`src/rtl/fifo_burst_reader.sv`:
```
// -----------------------------------------------------------------------------
// fifo_burst_reader
//
// Read-side master for the synchronous FIFO. On request it pops a programmed
// number of words from the FIFO (first-word-fall-through head on i_data) and
// forwards them downstream through a single registered output stage, marking
// the final word of the burst with o_last.
//
// Handshake semantics (both interfaces): a transfer happens on a rising clock
// edge where valid and ready are both high. The source holds valid and data
// stable until that edge; ready may change freely. Here the FIFO side is
// (i_valid_m, o_ready_m) and the downstream side is (o_valid, i_ready).
//
// Optional feature (macro FIFO_BURST_RD_FILL_WAIT_EN):
//   defined   - WAIT_FILL holds until the FIFO is no longer almost empty, or
//               the burst is at most MIN_BURST words long.
//   undefined - WAIT_FILL lasts exactly one cycle; i_almostempty is ignored.
//
// Parameters:
//   DATA_WIDTH  FIFO / stream data width
//   LEN_WIDTH   width of the burst-length field
//   MIN_BURST   short-burst threshold for the fill wait (must fit LEN_WIDTH)
//
// Ports:
//   clk, reset       rising-edge clock, synchronous active-high reset
//   i_start          burst request, sampled in IDLE only
//   i_burst_len      words in the burst, latched with i_start
//   i_valid_m        FIFO not empty
//   i_almostempty    FIFO almost-empty flag
//   i_data           FIFO head word
//   o_ready_m        pop request to the FIFO
//   o_valid, o_data  downstream beat
//   o_last           final beat of the burst
//   i_ready          downstream accept
//   o_busy           burst in progress (any state except IDLE)
//   o_done           one-cycle burst-complete pulse
// -----------------------------------------------------------------------------
module fifo_burst_reader #(
  parameter int DATA_WIDTH = 8,
  parameter int LEN_WIDTH  = 16,
  parameter int MIN_BURST  = 4
) (
  input  logic                  clk,
  input  logic                  reset,
  input  logic                  i_start,
  input  logic [LEN_WIDTH-1:0]  i_burst_len,
  input  logic                  i_valid_m,
  input  logic                  i_almostempty,
  input  logic [DATA_WIDTH-1:0] i_data,
  output logic                  o_ready_m,
  output logic                  o_valid,
  output logic [DATA_WIDTH-1:0] o_data,
  output logic                  o_last,
  input  logic                  i_ready,
  output logic                  o_busy,
  output logic                  o_done
);

  typedef enum logic [2:0] {
    S_IDLE      = 3'd0,
    S_WAIT_FILL = 3'd1,
    S_READ      = 3'd2,
    S_FLUSH     = 3'd3,
    S_DONE      = 3'd4
  } state_e;

  state_e                state_q, state_d;
  logic [LEN_WIDTH-1:0]  rem_q, rem_d;
  logic                  valid_q, valid_d;
  logic [DATA_WIDTH-1:0] data_q, data_d;
  logic                  last_q, last_d;
  logic                  busy_q, busy_d;
  logic                  done_q, done_d;

  logic pop;       // FIFO word consumed on this edge
  logic beat;      // downstream beat accepted on this edge
  logic fill_ok;   // WAIT_FILL may advance to READ
  logic ready_m;

`ifdef FIFO_BURST_RD_FILL_WAIT_EN
  // No pops happen in WAIT_FILL, so rem_q still equals the latched length.
  assign fill_ok = !i_almostempty || (rem_q <= LEN_WIDTH'(MIN_BURST));
`else
  assign fill_ok = 1'b1;
  logic                 unused_almostempty;
  logic [LEN_WIDTH-1:0] unused_min_burst;
  assign unused_almostempty = i_almostempty;
  assign unused_min_burst   = LEN_WIDTH'(MIN_BURST);
`endif

  // Pop only while words remain and the output register is free or being
  // emptied this same cycle; that keeps at most one word inside the block.
  assign ready_m = (state_q == S_READ) && (rem_q != '0) && (!valid_q || i_ready);
  assign pop     = ready_m && i_valid_m;
  assign beat    = valid_q && i_ready;

  always_comb begin
    state_d = state_q;
    rem_d   = rem_q;
    valid_d = valid_q;
    data_d  = data_q;
    last_d  = last_q;

    // Output register: drain on accept, reload on pop. A simultaneous pop
    // and accept reloads and keeps valid high (one word per cycle).
    if (beat) begin
      valid_d = 1'b0;
      last_d  = 1'b0;
    end
    if (pop) begin
      valid_d = 1'b1;
      data_d  = i_data;
      last_d  = (rem_q == LEN_WIDTH'(1));
      rem_d   = rem_q - LEN_WIDTH'(1);
    end

    case (state_q)
      S_IDLE: begin
        if (i_start) begin
          rem_d   = i_burst_len;
          state_d = (i_burst_len == '0) ? S_DONE : S_WAIT_FILL;
        end
      end
      S_WAIT_FILL: begin
        if (fill_ok) state_d = S_READ;
      end
      S_READ: begin
        if (pop && (rem_q == LEN_WIDTH'(1))) state_d = S_FLUSH;
      end
      S_FLUSH: begin
        if (beat && last_q) state_d = S_DONE;
      end
      S_DONE: begin
        state_d = S_IDLE;
      end
      default: begin
        state_d = S_IDLE;
      end
    endcase

    // Status outputs are registered from the next state so they line up
    // exactly with the state they describe.
    busy_d = (state_d != S_IDLE);
    done_d = (state_d == S_DONE);
  end

  always_ff @(posedge clk) begin
    if (reset) begin
      state_q <= S_IDLE;
      rem_q   <= '0;
      valid_q <= 1'b0;
      data_q  <= '0;
      last_q  <= 1'b0;
      busy_q  <= 1'b0;
      done_q  <= 1'b0;
    end else begin
      state_q <= state_d;
      rem_q   <= rem_d;
      valid_q <= valid_d;
      data_q  <= data_d;
      last_q  <= last_d;
      busy_q  <= busy_d;
      done_q  <= done_d;
    end
  end

  assign o_ready_m = ready_m;
  assign o_valid   = valid_q;
  assign o_data    = data_q;
  assign o_last    = last_q;
  assign o_busy    = busy_q;
  assign o_done    = done_q;

endmodule

```
`config.mk`:
```
export PLATFORM = sky130hd
export DESIGN_NAME = fifo_burst_reader
export DESIGN_NICKNAME = d
export VERILOG_FILES = /design/src/rtl/fifo_burst_reader.sv
export SDC_FILE = /design/constraint.sdc
export NUM_CORES = 1
export LEC_CHECK = 0
export CORE_MARGIN = 2
export CORE_UTILIZATION = 35
export DETAILED_ROUTE_END_ITERATION = 7
export PLACE_DENSITY = 0.68
export SETUP_SLACK_MARGIN = 0.2
export SLEW_MARGIN = 40
export SYNTH_ARGS = -nofsm -noshare
export SYNTH_HDL_FRONTEND = slang
export SYNTH_SLANG_ARGS = --single-unit
```
`constraint.sdc`:
```
create_clock -name clk -period 4.8 [get_ports clk]
set_input_delay 0.72 -clock clk [delete_from_list [all_inputs] [get_ports clk]]
set_output_delay 0.72 -clock clk [all_outputs]
set_load 0.005 [all_outputs]
```
==> out/metrics.cfg, run 1 <==
[synthesis]
synth-adder-area-share = 0.0151
synth_cells = 203
synth_ff_type = dfxtp_1
ys_warn_count = 0
yosys.cell_types.count = 39
synth-compound-area-share = 0.250
ys_ff_latch = 31
synth_nets = 235
async_flop_share = 0
synth_edf_count = 0
synth_top_family_by_area = simple AND/OR/NAND/NOR gates
syn_area_per_cell_um2 = 8.15
muxShareOfSynthArea = 0
netlist_area_um2 = 1650
yosys.area_share.simple = 0.311
synth-xor-area-share = 0
yosysSeqAreaShare = 0.375

[grt]
busiest_layer = met2
grt_pass1_wl_mm = 7.50
grt_max_degree = 31
grt_pass1_vias = 1600
track_usage = 0.180
antenna_found_initial = 0
globalRouteMet2Util = 0.279
use_met3 = 0.0456
use_met1 = 0.244
overflow = 0

[drt]
drc = 0
viasPerCell = 5.85
drtIter0Drc = 117
wl_mm = 4.42
wl_per_cell_um = 15.2
vias = 1703
antenna_left = 0
drtPass1Iterations = 4

[timing]
slew_viol_final = 0
max_freq_mhz = 331
setup_tns_ps = 0
grt_setup_unrepaired = false
fin_skew_ps = 4.90
whs_ps = 476
slew_headroom = 0.513
final-setup-viol-count = 0
finalCritPeriodShare = 0.630
timing.final.crit_period_ps = 3020
hold_viol_final = 0
worstMarginPinSlew_ps = 725

[final_layout]
final_nets = 268
finalNonFillerCells = 291
syn_to_final_growth_pct = 32.7
regArea_um2 = 621
antenna-diode-count = 0
multi_input_area_um2 = 960
post-route-cell-area_um2 = 2190
post-route-util = 0.474
nFillCells = 455
final_layout_size_suffix_gt1_frac = 0.0675

[power]
powerDensity_nw_per_um2 = 325
cellLeakagePower_uw = 0.000702
vdd_drop_max_mv = 0.129

[job]
drv_cap = 0

[clock_network]
cts_tree = yes
cts_buffers = 5
cts.reportedPaths.clkPinSlew_ps = 70
post_cts_buffers = 0
root_buffer = clkbuf_8
cts-hold-fix-buffers = 0
ctsHtreeMaxLevel = 2
cts.sinks = 31
cts_max_path_buffers = 2
clock_latency_ps = 280
ctsResizeCount = 0

[min_path]
hold_path.class = reg2reg
hp-start = o_data[5]

[placement]
portBuffers = 41
place_area_um2 = 2080
dpl.cell_count = 283
gp_congestion = 0.783
dp_hpwl_mm = 3.00

[floorplanning]
die_area_um2 = 5290
die-width_um = 72.7
chipHeight_um = 72.7
rows = 25
ios = 43
start_util = 0.357
coreArea_um2 = 4630

[critical_path]
r2r_start = rem_q[0]
endpoint_kind = output pin
startpoint = rem_q[0]
start_kind = flop
crit_arrival_ps = 2300
worstSetupPathType = reg2out
crit_required_ps = 4080
crit_fanout = 6

[outcome]
status = completed

-- logic make-up after synthesis --
kind of cell,count (synthesis)
simple gates,84
compound gates,67
flops,31
buf+inv,19
fa+ha+maj,2
-- cells in the mapped netlist, types with 4 or more instances --
cell type,n,share of area
or4_1,12,0.054
nor2_1,11,0.025
clkbuf_1,13,0.030
dfxtp_1,31,0.38
a311oi_1,4,0.021
o21ai_0,24,0.073
nand3_1,13,0.039
a31oi_1,9,0.034
nand2_1,9,0.020
a21oi_1,11,0.033
or3_1,6,0.023
nor4_1,9,0.034
nor3_1,5,0.015
o31ai_1,9,0.041
-- where the power goes --
part	switching, µW	total, µW	internal [µW]
combinational	78.5	147	68.9
sequential	20.3	296	276
clock	102	270	168
-- critical path, cell delays in order, from the launching register on --
cell	delay, ps
dfxtp_1	340
inv_1	100
ha_1	220
or3b_1	490
nor4_4	320
nor3_1	90
clkdlybuf4s50_1	450
-- metal layers --
layer	part of all wire	vias up	routed length, µm
met1	0.49	797	2180
li1	-	859	-
met5	0	-	0
met4	0.014	0	64
met3	0.047	7	208
met2	0.45	40	1970
-- cell type report --
cell class / count / share of cell area
sequential: 31 / 0.283
clock buffer: 6 / 0.0376
timing repair buffer: 42 / 0.190
tap: 54 / 0.0308
inverter: 3 / 0.00513
clock inverter: 2 / 0.0160
multi-input combinational: 153 / 0.437
-- cells in the final DEF, fill, tap and decap left out, types with 2 or more instances in the layout --
cell and count:
nand4_1 3, o211ai_1 3, a21oi_1 11, o31ai_1 9, nor3_1 5, nand3_1 13, dfxtp_1 31, inv_1 3
nor2b_1 2, nand2_1 9, clkbuf_8 6, nor2_1 11, or4_1 12, a311oi_1 4, and4_1 2, or3_1 6
nand2b_1 2, o31a_1 2, o21ai_0 24, ha_1 2, nor4_1 9, clkdlybuf4s50_1 41, o21a_1 2, a31oi_1 9
-- sequential cells by signal, summed over array words and instances (netlist names) --
name	count
o_last	1
o_done	1
o_data	8
o_valid	1
state_q	3
rem_q	16
o_busy	1
-- per-stage QoR --
step | setup slack (ps) | power (µW)
after floorplan | 2240 | 395
after global placement | 1850 | 445
after detailed placement | 1840 | 447
after CTS | 1790 | 715
after global routing | 1660 | 749
final | 1780 | 714
-- worst paths after layout --
path,cells after the start,slack [ps],end
worst max-delay path,6,1780,o_ready_m
worst min-delay path,2,480,o_data[5]
worst max register to register,6,2240,rem_q[2]
worst min register to register,2,480,o_data[5]
(Power assumes the default switching activity.)
==> run 2: changes to the inputs <==
clock period = 3.1 ns   (was 4.8 ns; I/O delays follow)
==> run 2 against run 1 <==
  * Setup slack got worse by 1400 ps
  * Sequential cell count unchanged
  * Combinational power grew 60%
  * Worst hold slack barely moved
  * Power grew 56%
==> out/metrics.cfg, run 2 (synthesis results as in run 1) <==
[outcome]
status = completed

[final_layout]
largest-register = rem_q
syn_to_final_growth_pct = 34.1
final_common_cell = clkdlybuf4s50_1
final_nets = 272  ; +1.5%
nFillCells = 474  ; +4.2%
final_cell_mix = clkdlybuf4s50_1 (41), dfxtp_1 (31), o21ai_0 (24)
final_layout_size_suffix_gt1_frac = 0.0788  ; +0.0113
largest_reg_flops = 16  ; unchanged
antenna-diode-count = 0  ; unchanged

[critical_path]
start_kind = flop
cp_slowest_stage_delay_ps = 490  ; about the same
crit_buf_inv = 2  ; unchanged
crit_arrival_ps = 2290  ; about the same
cp_top_family = simple AND/OR/NAND/NOR gates
timing.rr.end = rem_q[2]
worstSetupPathType = reg2out
endpoint_kind = output pin
crit_required_ps = 2630  ; -1450 ps
ff2ff_path_depth = 6  ; unchanged
crit_chain = inv_1 > ha_1 > or3b_1 > nor4_4 > nor3_1 > clkdlybuf4s50_1
crit_fanout = 6  ; unchanged
cp_slowest_cell = or3b_1
r2r_slack_ps = 520  ; -1720 ps
r2r_start = rem_q[0]

[min_path]
min_path_cells = 2  ; unchanged
hold_path.class = reg2reg
hp-start = o_data[1]
whs_endpoint = o_data[1]

[clock_network]
cts_tree = yes
clock_latency_ps = 290  ; about the same
cts_max_path_buffers = 2  ; unchanged
cts.reportedPaths.clkPinSlew_ps = 60  ; about the same
cts-hold-fix-buffers = 0  ; unchanged
cts.sinks = 31  ; unchanged
root_buffer = clkbuf_8
cts_buffers = 5  ; unchanged
ctsResizeCount = 0  ; unchanged
post_cts_buffers = 0  ; unchanged
ctsHtreeMaxLevel = 2  ; unchanged

[grt]
use_met1 = 0.240  ; -0.00385
track_usage = 0.179  ; -0.00105
grt_max_degree = 31  ; unchanged
grt_pass1_vias = 1545  ; -3.4%
antenna_found_initial = 0  ; unchanged
grt_pass1_wl_mm = 7.31  ; -2.6%
use_met3 = 0.0387  ; -0.00691
busiest_layer = met2
overflow = 0  ; unchanged
globalRouteMet2Util = 0.268  ; -0.0111

[floorplanning]
coreArea_um2 = 4630  ; unchanged
die_area_um2 = 5290  ; unchanged
chipHeight_um = 72.7  ; unchanged
rows = 25  ; unchanged
die-width_um = 72.7  ; unchanged
start_util = 0.357  ; unchanged
ios = 43  ; unchanged

[drt]
drc = 0  ; unchanged
viasPerCell = 5.79  ; -1.1%
wl_per_cell_um = 15.0  ; -1.0%
vias = 1707  ; +0.23%
wl_mm = 4.43  ; +0.32%
drtIter0Drc = 111  ; -5.1%
drtPass1Iterations = 5  ; +1
antenna_left = 0  ; unchanged

[placement]
portBuffers = 41  ; unchanged
dp_worst_setup_slack_ps = 564  ; -1280 ps
gp_congestion = 0.844  ; +7.7%
dp_hpwl_mm = 3.09  ; +2.8%

[timing]
max_freq_mhz = 363
setup_tns_ps = 0  ; unchanged
setup_ws_ps = 345  ; -1430 ps
worstMarginPinSlew_ps = 722  ; -2.82 ps
grt_setup_unrepaired = false
hold_viol_final = 0  ; unchanged
fin_skew_ps = 6.05  ; +1.15 ps
slew_viol_final = 0  ; unchanged
slew_headroom = 0.515  ; +0.00190
final-setup-viol-count = 0  ; unchanged
timing.final.crit_period_ps = 2750
finalCritPeriodShare = 0.889

[power]
cellLeakagePower_uw = 0.000718  ; +2.4%
design_power_total_uw = 1110  ; +56%
vdd_drop_max_mv = 0.192  ; +49%
powerDensity_nw_per_um2 = 501  ; +54%

[job]
drv_cap = 0  ; unchanged

## run 2: worst register-to-register path: stages (launching register included)
cell and delay (ps):
dfxtp_1 350, inv_1 90, ha_1 220, or3b_1 490
or4_1 840, and4_1 330, nor3_1 190
## run 2: how the worst max path moves through the flow
stage	from	end	cells past startpoint	slack (ps)
finish	rem_q[0]	o_ready_m	6	350
global route	rem_q[1]	o_ready_m	6	220
CTS	rem_q[0]	o_ready_m	6	350
detailed placement	rem_q[0]	rem_q[2]	6	560
global placement	rem_q[0]	rem_q[2]	6	640
floorplan	rem_q[0]	o_ready_m	7	790
## run 2: cell type report
cell class              instances  area (µm²)  share of cell area
flip-flops and latches         31         621               0.280
clock buffers                   6        82.6              0.0372
clock inverters                 2        35.0              0.0158
multi-input cells             153         953               0.430
repair buffers                 46         448               0.202
well taps                      54        67.6              0.0305
inverters                       3        11.3             0.00508
## run 2: power breakdown
part,switching [µW],internal [µW],leakage [µW]
registers,30.5,427,0.000254
clock network,158,260,0.0000612
logic,123,113,0.000403
total,312,800,0.000718
## run 2: per-stage QoR
stage	utilization	cells	hold WS (ps)	area (µm²)
after global placement	0.454	287	462	2100
after global routing	0.479	295	521	2220
final	0.479	295	476	2220
after detailed placement	0.454	287	467	2100
after floorplan	-	203	470	1650
after CTS	0.479	295	477	2220
## run 2: routing by layer
metal	share of wire	wire (µm)
met1	0.47	2070
met2	0.47	2070
met3	0.046	203
met4	0.021	94
met5	0	0
==> RTL edit 1 (config.mk and constraints of run 2) <==
Take the reset off `data_q` and load it in a clocked block of its own.
--- a/src/rtl/fifo_burst_reader.sv
+++ b/src/rtl/fifo_burst_reader.sv
@@ -151,3 +151,2 @@
       valid_q <= 1'b0;
-      data_q  <= '0;
       last_q  <= 1'b0;
@@ -159,3 +158,2 @@
       valid_q <= valid_d;
-      data_q  <= data_d;
       last_q  <= last_d;
@@ -164,2 +162,6 @@
     end
+  end
+
+  always_ff @(posedge clk) begin
+    data_q <= data_d;
   end
Function: differs if reset is asserted again (counterexample within 4 cycles, from zero or initial values and one cycle with reset high); with reset held inactive, the same outputs for 10 cycles.
==> RTL edit 1 against run 2 <==
Core utilization is 1.4 points higher; design area fell by 3.8%; die area shrank 4.9%; non-clock buffer count grew 1; power is 9.7% lower; setup slack better by 130 ps; first-iteration DRC count up 0.90%; sequential cell count stayed put; synthesized area shrank 5.2%; routed wire length is 10% lower; clock skew fell by 1.9 ps; cell count shrank 8.8%; largest power group unchanged; highest routed layer unchanged.
==> RTL edit 1: results (changes against run 2) <==
max incr delay on CP: 530 ps (was 490 ps)
WP data arrival: 2160 ps (was 2290 ps)
Worst Slack Setup Final: 473.5 ps (was 345.2 ps)
routability cong.: 0.8385 (was 0.8437)
pre-CTS WS: 592.0 ps (was 564.5 ps)
reg2reg setup slack: 970 ps (was 520 ps)
layout cells sized above 1: 0.1060 (was 0.07884)
Iter 0 DRT Violations: 112 (was 111)
Worst Hold Launch: rem_q[11]$_SDFF_PP0_ (was o_data[1]$_SDFFE_PP0N_)
EDFF count, synth: 8 (was 0)
post-DP HPWL: 2897 um (was 3086 um)
DRT Wirelength: 3976 um (was 4434 um)
global-route wire length before repair: 6837 um (was 7307 um)
Lkg Pwr: 0.0007009 uW (was 0.0007184 uW)
GR Util All Layers: 0.1712 (was 0.1792)
Placed Area: 0.002041 sq mm (was 0.002101 sq mm)
Fin Clk Skew: 4.175 ps (was 6.046 ps)
worst r2r dst: rem_q[6]$_SDFF_PP0_ (was rem_q[2]$_SDFF_PP0_)
slew margin rel.: 0.5441 (was 0.5148)
Final Non-Filler Cells: 269 (was 295)
Final Net Count: 248 (was 272)
Post-synth top cells: dfxtp_1 (23), o21ai_0 (19), a31oi_1 (13) (was dfxtp_1 (31), o21ai_0 (24), clkbuf_1 (13), nand3_1 (13), or4_1 (12))
peak supply drop: 0.0001958 V (was 0.0001923 V)
Syn Area/Cell: 9.277 sq um (was 8.148 sq um)
clock power share: 0.303 (was 0.376)
Synth area leaders: dfxtp_1 (29%), edfxtp_1 (15%), o21ai_0 (6.1%) (was dfxtp_1 (38%), o21ai_0 (7.3%), or4_1 (5.4%))
Via density: 5.836 (was 5.786)
net switching power figure: 291.6 uW (was 311.5 uW)
cell count after placement: 261 (was 287)
outcome: finished clean (unchanged)
Synth Net Count: 201 (was 235)
post-synth cell types: 42 (was 39)
largest net degree at the start of global routing: 17 (was 31)
## RTL edit 1: cell types whose count changed after synthesis, sizes merged, moves of 4 or more
cell	run 2	this run
a21oi	11	3
edfxtp	0	8
dfxtp	31	23
or4	13	9
o21ai	24	19
nand3	13	7
a31oi	9	13
nor2	11	6
clkbuf	13	3
## RTL edit 1: layer usage
metal,GRT usage,vias up,share of wire
met5,0,-,0
met4,0.06918,0,0.019
met3,0.03704,7,0.038
met2,0.2617,38,0.45
met1,0.2363,753,0.49
li1,-,772,-
## RTL edit 1: worst register-to-register path: stages (launching register included)
cell and delay [ps]:
dfxtp_1 350, inv_1 90, ha_1 220, or3b_2 510
or3_1 340, or4_1 400, a31oi_1 160
## RTL edit 1: worst min path at each step
stage	to	slack, ps	cells past startpoint
finish	rem_q[11]$_SDFF_PP0_	490	2
global route	rem_q[11]$_SDFF_PP0_	510	2
CTS	rem_q[11]$_SDFF_PP0_	490	2
detailed placement	rem_q[11]$_SDFF_PP0_	480	2
global placement	rem_q[11]$_SDFF_PP0_	480	2
floorplan	rem_q[11]$_SDFF_PP0_	460	2
## RTL edit 1: kinds of logic after synthesis
family          share of synthesized area
buf+inv                           0.03990
compound gates                     0.2075
simple gates                       0.2897
flops                              0.4469
fa+ha+maj                         0.01596
## RTL edit 1: repair_timing
item	CTS	global route
hold endpoints to repair	0	0
gates resized for setup	0	1
setup endpoints to repair	0	1
## RTL edit 1: cell type report
| cell class | instances | area (sq um) |
|---|---|---|
| Inverter | 4 | 15.01 |
| Tap cell | 52 | 65.06 |
| Timing Repair Buffer | 47 | 455.4 |
| Sequential cell | 31 | 700.7 |
| Clock inverter | 2 | 8.758 |
| Multi-Input combinational cell | 127 | 815.8 |
| Clock buffer | 6 | 72.57 |
| Fill cell | 440 | 2191 |
==> RTL edit 2 (settings of run 2) <==
Without the edit above. The parameter `LEN_WIDTH` goes from 16 to 8.
--- a/src/rtl/fifo_burst_reader.sv
+++ b/src/rtl/fifo_burst_reader.sv
@@ -39,3 +39,3 @@
   parameter int DATA_WIDTH = 8,
-  parameter int LEN_WIDTH  = 16,
+  parameter int LEN_WIDTH  = 8,
   parameter int MIN_BURST  = 4
Ports: changed (resized i_burst_len); port bits go from 43 to 35. No check against the original RTL was run, so the function may have changed too.
==> RTL edit 2 against run 2 <==
Design area decreased by 32%; routed wire length decreased by 33%; highest routed layer unchanged; sequential cell count decreased by 8; synthesized area decreased by 32%; sequential share of layout area increased by 2.6 points; first-iteration DRC count decreased by 54%; setup slack improved by 220 ps; power decreased by 43%.
==> RTL edit 2: results (changes against run 2) <==
Port Buf Inserts: 33 (was 41)
CTS max path bufs: 2 (unchanged)
H-tree Lvls: 1 (was 2)
crit path max fanout: 11 (was 6)
Final Net Count: 192 (was 272)
pre-CTS WS: 778.4 ps (was 564.5 ps)
post-DP HPWL: 2156 um (was 3086 um)
ys async rst share: 0 (unchanged)
cts repair resizes: 0 (unchanged)
via count: 1175 (was 1707)
Reg clk slew, reported paths: 130 ps (was 60 ps)
Detailed Routing Iterations Pass 1: 4 (was 5)
Fin Clk Skew: 2.791 ps (was 6.046 ps)
max incr delay on CP: 490 ps (about the same)
Lkg Pwr: 0.0005150 uW (was 0.0007184 uW)
outcome: finished clean (unchanged)
global-route wire length before repair: 4788 um (was 7307 um)
peak supply drop: 0.0002499 V (was 0.0001923 V)
cell family with most CP delay: buffers and inverters (was simple AND/OR/NAND/NOR gates)
Num CTS Buffers: 3 (was 5)
GR Util All Layers: 0.1700 (was 0.1792)
slew margin rel.: 0.5401 (was 0.5148)
met2 usage: 0.2980 (was 0.2677)
Post-synth top cells: dfxtp_1 (23), o21ai_0 (17), a21oi_1 (13), nand3_1 (13), a31oi_1 (7) (was dfxtp_1 (31), o21ai_0 (24), clkbuf_1 (13), nand3_1 (13), or4_1 (12))
Synth Net Count: 160 (was 235)
vias in the first global route: 1141 (was 1545)
worst hold path type: register to register (unchanged)
Synth area leaders: dfxtp_1 (41%), o21ai_0 (7.5%), a21oi_1 (5.8%) (was dfxtp_1 (38%), o21ai_0 (7.3%), or4_1 (5.4%))
met1 Use GR: 0.2062 (was 0.2398)
antenna cells: 0 (unchanged)
yosys warns: 0 (unchanged)
clk_lat worst skew: 320 ps (was 290 ps)
fillcell total: 304 (was 474)
Iter 0 DRT Violations: 51 (was 111)
WL per Instance: 14.14 um (was 15.03 um)
layout cells sized above 1: 0.05988 (was 0.07884)
WP data arrival: 2070 ps (was 2290 ps)
initial antenna violation count: 0 (unchanged)
routability cong.: 0.8678 (was 0.8437)
Slowest-stage cell, CP: clkdlybuf4s50_1 (was or3b_1)
largest net degree at the start of global routing: 19 (was 31)
postcts setup bufs: 0 (unchanged)
sequential fraction of the synthesis area: 0.4080 (was 0.3752)
GR Util met3: 0.04478 (was 0.03867)
post-synth cell types: 31 (was 39)
clock root buffer: clkbuf_4 (was clkbuf_8)
[RTL edit 2: changes by cell type in the layout (fill, tap and decap cells not counted), sizes merged, moves of 7 or more]
cell	run 2	this run
o31ai	9	2
clkdlybuf4s50	41	33
or4	13	6
o21ai	24	17
dfxtp	31	23
[RTL edit 2: logic make-up (layout without fill, tap and decap cells)]
kind of cell	after synthesis	after routing	share of synthesized area
buf+inv	14	45	0.06319
flops	23	23	0.4080
mux	1	1	0.008870
simple gates	52	52	0.2760
compound gates	44	44	0.2217
fa+ha+maj	2	2	0.02217
[RTL edit 2: per-stage QoR]
step	power [uW]	instances	area (sq um)
floorplan	427.3	136	1129
global placement	487.0	207	1480
detailed placement	489.0	207	1480
CTS	629.9	211	1506
global route	658.6	211	1506
finish	629.1	211	1506
[RTL edit 2: final cells by class]
| cell class | count | area (sq um) | area share |
|---|---|---|---|
| flip-flops and latches | 23 | 460.4 | 0.3056 |
| inverters | 6 | 22.52 | 0.01495 |
| well taps | 44 | 55.05 | 0.03654 |
| multi-input cells | 99 | 596.8 | 0.3962 |
| repair buffers | 35 | 345.3 | 0.2292 |
| clock buffers | 4 | 26.28 | 0.01744 |
[RTL edit 2: routing by layer]
layer	part of all wire	vias to the layer above
met5	0	-
met4	0.0087	0
met3	0.070	4
met2	0.47	46
met1	0.45	542
li1	-	583
[RTL edit 2: worst min-delay path, stage by stage, from the launching register on]
cell	delay (ps)
dfxtp_1	330
o21ai_0	60
a21oi_1	60
[RTL edit 2: where the power goes]
group / internal, uW / switching (uW) / total [uW]
logic: 73.8 / 79.5 / 153
registers: 314 / 17.4 / 331
clock network: 50.4 / 94.4 / 145
total: 438 / 191 / 629
[RTL edit 2: path summary, 6_finish.rpt]
| check | to | depth (start not counted) | startpoint | slack (ps) |
|---|---|---|---|---|
| worst max-delay path | o_ready_m | 6 | rem_q[0]$_SDFF_PP0_ | 570 |
| worst min-delay path | o_data[0]$_SDFFE_PP0N_ | 2 | o_data[0]$_SDFFE_PP0N_ | 490 |
| worst max register to register | rem_q[3]$_SDFF_PP0_ | 5 | rem_q[0]$_SDFF_PP0_ | 1140 |
| worst min register to register | o_data[0]$_SDFFE_PP0N_ | 2 | o_data[0]$_SDFFE_PP0N_ | 490 |
